### src/rtl/hazard_stall_unit_pkg.sv
// ============================================================================
//  Module   : riscv_hazard_pkg
//  Purpose  : Shared types and constants for the decode-stage hazard unit:
//             FSM state encoding, stall-need codes and default widths.
//  Revision : 1.0 - initial release
// ============================================================================
`default_nettype none

package riscv_hazard_pkg;

  localparam int DEF_REG_ADDR_W = 5;
  localparam int DEF_CNT_W      = 32;

  // FSM state encoding, also visible on the hazard_state output
  typedef enum logic [1:0] {
    ST_RUN    = 2'd0,
    ST_STALL  = 2'd1,
    ST_FREEZE = 2'd2
  } hazard_state_e;

  // Number of stall cycles the instruction in ID still needs
  typedef logic [1:0] stall_need_t;

  localparam stall_need_t STALL_NONE = 2'd0;
  localparam stall_need_t STALL_ONE  = 2'd1;
  localparam stall_need_t STALL_TWO  = 2'd2;

  // Larger of two stall needs; used when several hazard rules fire at once
  function automatic stall_need_t max_need(input stall_need_t a, input stall_need_t b);
    return (a > b) ? a : b;
  endfunction

endpackage

`default_nettype wire

### src/rtl/hazard_stall_unit_if.sv
// ============================================================================
//  Module   : hazard_stall_unit_if
//  Purpose  : Bundles the decode/EX/MEM hazard inputs and the pipeline
//             control outputs of the hazard stall unit.
//  Revision : 1.0 - initial release
// ============================================================================
`default_nettype none

interface hazard_stall_unit_if #(
  parameter int REG_ADDR_W = riscv_hazard_pkg::DEF_REG_ADDR_W,
  parameter int CNT_W      = riscv_hazard_pkg::DEF_CNT_W
);

  // Instruction in ID
  logic [REG_ADDR_W-1:0] id_rs1;
  logic [REG_ADDR_W-1:0] id_rs2;
  logic                  id_uses_rs1;
  logic                  id_uses_rs2;
  logic                  id_is_branch;
  logic                  id_branch_taken;
  logic                  id_is_jump;

  // Instructions further down the pipe
  logic                  ID_EX_MemRead;
  logic                  ID_EX_RegWrite;
  logic [REG_ADDR_W-1:0] ID_EX_rd;
  logic                  EX_MEM_MemRead;
  logic [REG_ADDR_W-1:0] EX_MEM_rd;
  logic                  mem_busy;

  // Pipeline control
  logic                  pc_write;
  logic                  IF_ID_write;
  logic                  IF_ID_flush;
  logic                  ID_EX_bubble;
  logic                  EX_MEM_write;
  logic                  MEM_WB_write;
  logic [1:0]            hazard_state;
  logic [CNT_W-1:0]      stall_cycles;
  logic [CNT_W-1:0]      flush_count;

  // Pipeline side: supplies hazard inputs, consumes control
  modport master (
    output id_rs1, id_rs2, id_uses_rs1, id_uses_rs2, id_is_branch,
           id_branch_taken, id_is_jump, ID_EX_MemRead, ID_EX_RegWrite,
           ID_EX_rd, EX_MEM_MemRead, EX_MEM_rd, mem_busy,
    input  pc_write, IF_ID_write, IF_ID_flush, ID_EX_bubble, EX_MEM_write,
           MEM_WB_write, hazard_state, stall_cycles, flush_count
  );

  // Hazard unit side
  modport slave (
    input  id_rs1, id_rs2, id_uses_rs1, id_uses_rs2, id_is_branch,
           id_branch_taken, id_is_jump, ID_EX_MemRead, ID_EX_RegWrite,
           ID_EX_rd, EX_MEM_MemRead, EX_MEM_rd, mem_busy,
    output pc_write, IF_ID_write, IF_ID_flush, ID_EX_bubble, EX_MEM_write,
           MEM_WB_write, hazard_state, stall_cycles, flush_count
  );

endinterface

`default_nettype wire

### src/rtl/hazard_need_calc.sv
// ============================================================================
//  Module   : hazard_need_calc
//  Purpose  : Combinational stall-need calculation (0..2 cycles) for the
//             instruction in ID against the producers in EX and MEM.
//  Revision : 1.0 - initial release
// ============================================================================
`default_nettype none

module hazard_need_calc
  import riscv_hazard_pkg::*;
#(
  parameter int REG_ADDR_W = DEF_REG_ADDR_W
) (
  input  logic [REG_ADDR_W-1:0] id_rs1,
  input  logic [REG_ADDR_W-1:0] id_rs2,
  input  logic                  id_uses_rs1,
  input  logic                  id_uses_rs2,
  input  logic                  id_is_branch,
  input  logic                  ID_EX_MemRead,
  input  logic                  ID_EX_RegWrite,
  input  logic [REG_ADDR_W-1:0] ID_EX_rd,
  input  logic                  EX_MEM_MemRead,
  input  logic [REG_ADDR_W-1:0] EX_MEM_rd,
  output stall_need_t           need
);

  // A source depends on a producer only if it is really read and the
  // producer writes a register other than x0
  function automatic logic src_match(
    input logic                  uses,
    input logic [REG_ADDR_W-1:0] src,
    input logic [REG_ADDR_W-1:0] dst
  );
    return uses && (src == dst) && (dst != '0);
  endfunction

  logic w_ex_hit;
  logic w_mem_hit;

  assign w_ex_hit  = src_match(id_uses_rs1, id_rs1, ID_EX_rd) |
                     src_match(id_uses_rs2, id_rs2, ID_EX_rd);
  assign w_mem_hit = src_match(id_uses_rs1, id_rs1, EX_MEM_rd) |
                     src_match(id_uses_rs2, id_rs2, EX_MEM_rd);

  // Each rule contributes a need; EX_MEM ALU results are forwarded and add none
  always_comb begin
    need = STALL_NONE;
    if (ID_EX_MemRead && w_ex_hit)
      need = max_need(need, STALL_ONE);
    if (id_is_branch && w_ex_hit && ID_EX_RegWrite && !ID_EX_MemRead)
      need = max_need(need, STALL_ONE);
    if (id_is_branch && w_ex_hit && ID_EX_MemRead)
      need = max_need(need, STALL_TWO);
    if (id_is_branch && w_mem_hit && EX_MEM_MemRead)
      need = max_need(need, STALL_ONE);
  end

endmodule

`default_nettype wire

### src/rtl/hazard_stall_unit.sv
// ============================================================================
//  Module   : hazard_stall_unit
//  Purpose  : Decode-stage hazard controller. Decides per cycle whether the
//             front-end advances, stalls, flushes or freezes, and counts
//             stall and flush cycles for performance monitoring.
//  Revision : 1.0 - initial release
// ============================================================================
`default_nettype none

module hazard_stall_unit
  import riscv_hazard_pkg::*;
#(
  parameter int REG_ADDR_W = DEF_REG_ADDR_W,
  parameter int CNT_W      = DEF_CNT_W
) (
  input  logic               clk,
  input  logic               rst,
  hazard_stall_unit_if.slave hz
);

  stall_need_t   w_need;
  hazard_state_e r_state, w_state_nxt;
  hazard_state_e r_saved, w_saved_nxt;
  hazard_state_e w_eff_state;
  logic [1:0]    r_cnt, w_cnt_nxt;
  logic          w_stall;
  logic          w_flush;
  logic          w_freeze;
  logic [CNT_W-1:0] r_stall_cycles;
  logic [CNT_W-1:0] r_flush_count;

  hazard_need_calc #(
    .REG_ADDR_W (REG_ADDR_W)
  ) u_need_calc (
    .id_rs1         (hz.id_rs1),
    .id_rs2         (hz.id_rs2),
    .id_uses_rs1    (hz.id_uses_rs1),
    .id_uses_rs2    (hz.id_uses_rs2),
    .id_is_branch   (hz.id_is_branch),
    .ID_EX_MemRead  (hz.ID_EX_MemRead),
    .ID_EX_RegWrite (hz.ID_EX_RegWrite),
    .ID_EX_rd       (hz.ID_EX_rd),
    .EX_MEM_MemRead (hz.EX_MEM_MemRead),
    .EX_MEM_rd      (hz.EX_MEM_rd),
    .need           (w_need)
  );

  // State, remaining-stall count and pre-freeze state registers
  always_ff @(posedge clk or posedge rst) begin
    if (rst) begin
      r_state <= ST_RUN;
      r_saved <= ST_RUN;
      r_cnt   <= 2'd0;
    end else begin
      r_state <= w_state_nxt;
      r_saved <= w_saved_nxt;
      r_cnt   <= w_cnt_nxt;
    end
  end

  // Next state and the stall/flush/freeze decision for this cycle.
  // In FREEZE, the cycle where mem_busy drops already behaves as the saved
  // state, so the memory access completes without an extra dead cycle.
  always_comb begin
    w_state_nxt = r_state;
    w_saved_nxt = r_saved;
    w_cnt_nxt   = r_cnt;
    w_stall     = 1'b0;
    w_flush     = 1'b0;
    w_freeze    = 1'b0;
    w_eff_state = (r_state == ST_FREEZE) ? r_saved : r_state;

    if (hz.mem_busy) begin
      w_freeze    = 1'b1;
      w_state_nxt = ST_FREEZE;
      w_saved_nxt = w_eff_state;
    end else begin
      case (w_eff_state)
        ST_STALL: begin
          w_stall = 1'b1;
          if (r_cnt <= 2'd1) begin
            w_cnt_nxt   = 2'd0;
            w_state_nxt = ST_RUN;
          end else begin
            w_cnt_nxt   = r_cnt - 2'd1;
            w_state_nxt = ST_STALL;
          end
        end
        default: begin
          w_state_nxt = ST_RUN;
          if (w_need != STALL_NONE) begin
            w_stall = 1'b1;
            if (w_need == STALL_TWO) begin
              w_state_nxt = ST_STALL;
              w_cnt_nxt   = 2'd1;
            end
          end else if ((hz.id_is_branch && hz.id_branch_taken) || hz.id_is_jump) begin
            w_flush = 1'b1;
          end
        end
      endcase
    end
  end

  // Output decode: reset > freeze > stall > flush > advance
  always_comb begin
    hz.pc_write     = 1'b1;
    hz.IF_ID_write  = 1'b1;
    hz.IF_ID_flush  = 1'b0;
    hz.ID_EX_bubble = 1'b0;
    hz.EX_MEM_write = 1'b1;
    hz.MEM_WB_write = 1'b1;
    if (rst) begin
      hz.pc_write     = 1'b0;
      hz.IF_ID_write  = 1'b0;
      hz.ID_EX_bubble = 1'b1;
      hz.EX_MEM_write = 1'b0;
      hz.MEM_WB_write = 1'b0;
    end else if (w_freeze) begin
      hz.pc_write     = 1'b0;
      hz.IF_ID_write  = 1'b0;
      hz.EX_MEM_write = 1'b0;
      hz.MEM_WB_write = 1'b0;
    end else if (w_stall) begin
      hz.pc_write     = 1'b0;
      hz.IF_ID_write  = 1'b0;
      hz.ID_EX_bubble = 1'b1;
    end else if (w_flush) begin
      hz.IF_ID_flush  = 1'b1;
    end
  end

  // Performance counters, wrapping naturally at their width
  always_ff @(posedge clk or posedge rst) begin
    if (rst) begin
      r_stall_cycles <= '0;
      r_flush_count  <= '0;
    end else begin
      if (w_stall)
        r_stall_cycles <= r_stall_cycles + 1'b1;
      if (w_flush)
        r_flush_count  <= r_flush_count + 1'b1;
    end
  end

  assign hz.hazard_state = r_state;
  assign hz.stall_cycles = r_stall_cycles;
  assign hz.flush_count  = r_flush_count;

endmodule

`default_nettype wire
### src/flat_wrapper.sv
// flat-port wrapper written by rule: the top's interface ports become plain ports
module hazard_stall_unit_flat import riscv_hazard_pkg::*;
#(
  parameter int REG_ADDR_W = DEF_REG_ADDR_W,
  parameter int CNT_W      = DEF_CNT_W
)
  (clk, rst, hz_id_rs1, hz_id_rs2, hz_id_uses_rs1, hz_id_uses_rs2, hz_id_is_branch, hz_id_branch_taken, hz_id_is_jump, hz_ID_EX_MemRead, hz_ID_EX_RegWrite, hz_ID_EX_rd, hz_EX_MEM_MemRead, hz_EX_MEM_rd, hz_mem_busy, hz_pc_write, hz_IF_ID_write, hz_IF_ID_flush, hz_ID_EX_bubble, hz_EX_MEM_write, hz_MEM_WB_write, hz_hazard_state, hz_stall_cycles, hz_flush_count);
  hazard_stall_unit_if #(.REG_ADDR_W(REG_ADDR_W), .CNT_W(CNT_W)) hz_i ();
  input  logic clk;
  input  logic rst;
  input wire logic [$bits(hz_i.id_rs1)-1:0] hz_id_rs1;
  input wire logic [$bits(hz_i.id_rs2)-1:0] hz_id_rs2;
  input wire logic [$bits(hz_i.id_uses_rs1)-1:0] hz_id_uses_rs1;
  input wire logic [$bits(hz_i.id_uses_rs2)-1:0] hz_id_uses_rs2;
  input wire logic [$bits(hz_i.id_is_branch)-1:0] hz_id_is_branch;
  input wire logic [$bits(hz_i.id_branch_taken)-1:0] hz_id_branch_taken;
  input wire logic [$bits(hz_i.id_is_jump)-1:0] hz_id_is_jump;
  input wire logic [$bits(hz_i.ID_EX_MemRead)-1:0] hz_ID_EX_MemRead;
  input wire logic [$bits(hz_i.ID_EX_RegWrite)-1:0] hz_ID_EX_RegWrite;
  input wire logic [$bits(hz_i.ID_EX_rd)-1:0] hz_ID_EX_rd;
  input wire logic [$bits(hz_i.EX_MEM_MemRead)-1:0] hz_EX_MEM_MemRead;
  input wire logic [$bits(hz_i.EX_MEM_rd)-1:0] hz_EX_MEM_rd;
  input wire logic [$bits(hz_i.mem_busy)-1:0] hz_mem_busy;
  output wire logic [$bits(hz_i.pc_write)-1:0] hz_pc_write;
  output wire logic [$bits(hz_i.IF_ID_write)-1:0] hz_IF_ID_write;
  output wire logic [$bits(hz_i.IF_ID_flush)-1:0] hz_IF_ID_flush;
  output wire logic [$bits(hz_i.ID_EX_bubble)-1:0] hz_ID_EX_bubble;
  output wire logic [$bits(hz_i.EX_MEM_write)-1:0] hz_EX_MEM_write;
  output wire logic [$bits(hz_i.MEM_WB_write)-1:0] hz_MEM_WB_write;
  output wire logic [$bits(hz_i.hazard_state)-1:0] hz_hazard_state;
  output wire logic [$bits(hz_i.stall_cycles)-1:0] hz_stall_cycles;
  output wire logic [$bits(hz_i.flush_count)-1:0] hz_flush_count;
  assign hz_i.id_rs1 = hz_id_rs1;
  assign hz_i.id_rs2 = hz_id_rs2;
  assign hz_i.id_uses_rs1 = hz_id_uses_rs1;
  assign hz_i.id_uses_rs2 = hz_id_uses_rs2;
  assign hz_i.id_is_branch = hz_id_is_branch;
  assign hz_i.id_branch_taken = hz_id_branch_taken;
  assign hz_i.id_is_jump = hz_id_is_jump;
  assign hz_i.ID_EX_MemRead = hz_ID_EX_MemRead;
  assign hz_i.ID_EX_RegWrite = hz_ID_EX_RegWrite;
  assign hz_i.ID_EX_rd = hz_ID_EX_rd;
  assign hz_i.EX_MEM_MemRead = hz_EX_MEM_MemRead;
  assign hz_i.EX_MEM_rd = hz_EX_MEM_rd;
  assign hz_i.mem_busy = hz_mem_busy;
  assign hz_pc_write = hz_i.pc_write;
  assign hz_IF_ID_write = hz_i.IF_ID_write;
  assign hz_IF_ID_flush = hz_i.IF_ID_flush;
  assign hz_ID_EX_bubble = hz_i.ID_EX_bubble;
  assign hz_EX_MEM_write = hz_i.EX_MEM_write;
  assign hz_MEM_WB_write = hz_i.MEM_WB_write;
  assign hz_hazard_state = hz_i.hazard_state;
  assign hz_stall_cycles = hz_i.stall_cycles;
  assign hz_flush_count = hz_i.flush_count;
  hazard_stall_unit #(.REG_ADDR_W(REG_ADDR_W), .CNT_W(CNT_W)) u_core (.clk(clk), .rst(rst), .hz(hz_i));
endmodule
### config.mk
export PLATFORM = sky130hd
export DESIGN_NAME = hazard_stall_unit_flat
export DESIGN_NICKNAME = d
export VERILOG_FILES = /design/src/rtl/hazard_stall_unit_pkg.sv /design/src/rtl/hazard_stall_unit_if.sv /design/src/rtl/hazard_need_calc.sv /design/src/rtl/hazard_stall_unit.sv /design/src/flat_wrapper.sv
export SDC_FILE = /design/constraint.sdc
export NUM_CORES = 1
export LEC_CHECK = 0
export ABC_AREA = 1
export CORE_ASPECT_RATIO = 0.5
export CORE_MARGIN = 2
export CORE_UTILIZATION = 35
export DETAILED_ROUTE_END_ITERATION = 6
export PLACE_DENSITY = 0.6
export RECOVER_POWER = 25
export SLEW_MARGIN = 20
export SYNTH_ARGS = -nofsm -noshare
export SYNTH_HDL_FRONTEND = slang
export SYNTH_SLANG_ARGS = --single-unit
### constraint.sdc
create_clock -name clk -period 3.4 [get_ports clk]
set_input_delay 1.02 -clock clk [delete_from_list [all_inputs] [get_ports clk]]
set_output_delay 1.02 -clock clk [all_outputs]
set_load 0.01 [all_outputs]
==> results of run 1 <==
stage by stage:
step | hold WS [ps] | utilization | setup WS [ps] | instance area [um2] | TNS, ps
after detailed placement | 487 | 0.447 | -612 | 6040 | -2230
after global placement | 461 | 0.447 | -557 | 6040 | -2110
after CTS | 500 | 0.470 | 8.03 | 6350 | 0
after floorplan | 448 | - | 35.9 | 4830 | 0
after global routing | 530 | 0.471 | -45.1 | 6360 | -45.1
final | 492 | 0.471 | 31.2 | 6360 | 0
sequential cells by signal (all words and copies together), names as in the netlist:
signal / flops
u_core.r_saved: 2
u_core.r_cnt: 2
u_core.hz.hazard_state: 2
u_core.hz.stall_cycles: 32
u_core.hz.flush_count: 32
cells in the final DEF, fill, tap and decap left out, drive strengths merged:
cell and n:
and2 1, clkbuf 11, nand2 316, clkdlybuf4s15 2, nor4 2, a21oi 4, inv 45, dfrtp 70
a21o 1, clkdlybuf4s50 77, nor2 74, nor3 30, nand3 59, nor3b 1, xnor2 19, dlygate4sd2 18
o21ai 10, bufinv 2, buf 15, clkinv 2, dlymetal6s2s 1, xor2 38, nand3b 2, nand4 12
ha 2, clkinvlp 3
worst max path at each step:
stage               slack (ps)         endpoint       startpoint
floorplan                   40  hz_ID_EX_bubble              rst
global placement          -560      hz_pc_write  hz_EX_MEM_rd[3]
detailed placement        -610   hz_IF_ID_write  hz_EX_MEM_rd[4]
CTS                          8   hz_IF_ID_flush  hz_id_is_branch
global route               -50  hz_ID_EX_bubble   hz_id_uses_rs1
finish                      30  hz_EX_MEM_write      hz_mem_busy
final cells by class:
type	instances	share of cell area
clock buffers	10	0.0375
multi-input cells	571	0.444
clock inverters	6	0.0134
flip-flops and latches	70	0.275
inverters	46	0.0277
repair buffers	114	0.168
well taps	176	0.0346
what timing repair did:
action,in CTS,in global routing
endpoints found under the setup margin,4,4
hold endpoints to repair,0,0
resized for setup,54,6
pin swaps,7,5
per-layer routing:
layer	global-route usage	up-vias	wire [um]
met5	0	-	0
met2	0.331	91	6320
met4	0.0544	0	271
li1	-	2435	-
met3	0.0382	24	443
met1	0.250	2263	6600
logic make-up after synthesis:
group	Yosys count	share of synthesized area
AOI/OAI and AO/OA	15	0.0161
xor gates and xnor gates	57	0.103
adders and majority gates	2	0.00518
buffers and inverters	65	0.0617
DFF	70	0.363
and+or+nand+nor	497	0.451
cells in the mapped netlist, drive strengths merged, types with 4 or more instances:
master  instances  area, um2
a21oi           4       20.0
buf            18        121
dfrtp          70       1750
inv            46        173
nand2         316       1190
nand3          59        360
nand4          12       81.3
nor2           74        305
nor3           30        186
o21ai          10       50.0
xnor2          19        166
xor2           38        333
report_power, final:
part,internal (W),switching [W],total [W]
clock,0.000660,0.000373,0.00103
sequential,0.000891,0.000101,0.000992
combinational,0.000210,0.000277,0.000487
total,0.00176,0.000751,0.00251
worst max-delay path: cells and delay by family:
| family | cells | cell delay [ps] |
|---|---|---|
| simple gates | 1 | 130 |
| buf+inv | 3 | 1200 |
==> results.yml, run 1 <==
status:
  run_status: "complete, no violations"
sta:
  report.final.setup_viol: 0
  min_period_over_period: 0.991
  worst-slew-pin-transition_ps: 915
  fin_worst_skew_ps: 12.6
  worst_slew_margin_rel: 0.390
  finalHoldViolCount: 0
  fin_crit_ps: 3370
  grt_setup_unrepaired: "true"
  slew_violations: 0
  max_clock_freq_mhz: 297
die:
  die-area_um2: 14800
  coreArea_um2: 13500
  start_util: 0.357
  boundaryPins: 103
  die_w_um: 170
  fp.dieH_um: 87.0
  rows: 30
critical_path:
  worstPathCellList: "clkdlybuf4s50_1, buf_4, nor2_1, clkdlybuf4s50_1"
  timing.rr.start: "u_core.hz.hazard_state[1]"
  r2r_cells: 9
  setup.reg_to_reg.worst_slack_ps: 1450
  cpPeakStageDelay_ps: 550
  most_frequent_cell_on_the_critical_path: "clkdlybuf4s50_1"
  critPathLaunchType: "primary input"
  timing.setup.critical_path_class: "in -> out"
  critical_path_arrival_ps: 2350
  critPathMaxFanout: 4
  worst_setup_path_end_kind: "primary output"
  critical_path.slowest_cell: "clkdlybuf4s50_1"
  worstPathRequired_ps: 2380
  rr_endpoint: "u_core.hz.flush_count[28]"
cts:
  tritoncts_num_sinks: 70
  tritoncts: "yes"
  cts_buffers: 9
  cts_clk_pin_slew_worst_paths_ps: 60
  cts.repair_timing.setup_buffer_count: 0
  htree_num_levels: 3
  worstSkewPairLatency_ps: 340
  root_buffer: "clkbuf_16"
  holdBufCountCts: 0
  clk_path_buf_depth: 2
detailed_routing:
  first_iter_violations: 322
  drtAntennaViolNets: 0
  drcViolationCount: 0
  first_pass_iters: 5
  route.vias.total: 4813
  route.detailed.wl_per_inst_um: 13.7
  vias_per_cell: 4.85
  routed_wirelength_um: 13600
layout:
  final_layout_size_suffix_gt1_frac: 0.0906
  synthToLayoutAreaGrowth_pct: 31.9
  finalNetCount: 845
  antenna_cells: 0
  layout.area.seq_um2: 1750
  multi_input_comb_area_um2: 2820
  fillers: 1372
  finalNonFillerCells: 993
min_path:
  worstHoldEndpoint: "u_core.r_saved[1]"
  type_of_the_worst_min_delay_path: "reg -> reg"
  hold_depth: 2
  hold_path_startpoint: "u_core.r_saved[1]"
synth:
  post_synth_instance_area_um2: 4830
  syn-instance-count: 706
  ys_ff_latch: 70
  syn_avg_cell_area_um2: 6.84
  synth_enable_flop_cells: 0
  ys.flop_type: "dfrtp_1"
  synth_seq_area_share: 0.363
  synth_cell_types: 32
  synthesis.nets: 739
  synth.yosys.warnings: 0
  async_flop_share: 1.00
power:
  p_leak_nw: 3.07
  design_power_total_w: 0.00251
  worst_ir_drop_vdd_mv: 0.260
  total_power_divided_by_cell_area_nw_per_um2: 395
placement:
  hpwlAfterDp_um: 10100
  io_buffer_count: 102
  dp.cells: 977
  weighted_congestion_reported_at_the_end_of_routability_driven_placement: 0.889
job:
  max_cap_violations: 0
global_route:
  grt_start_max_net_pins: 71
  antenna_found_initial: 0
  first_pass_grt_wire_length_um: 22700
  grt_usage: 0.193
  grt-ovfl-total: 0
  grt_pass1_vias: 4600
Note: power is estimated with default switching activity, not from simulation.
==> run 2: changes to the inputs <==
SLEW_MARGIN = not set   (was 20)
==> results of run 2 <==
Same layout as run 1: the final DEF is identical, and so are final timing and power.
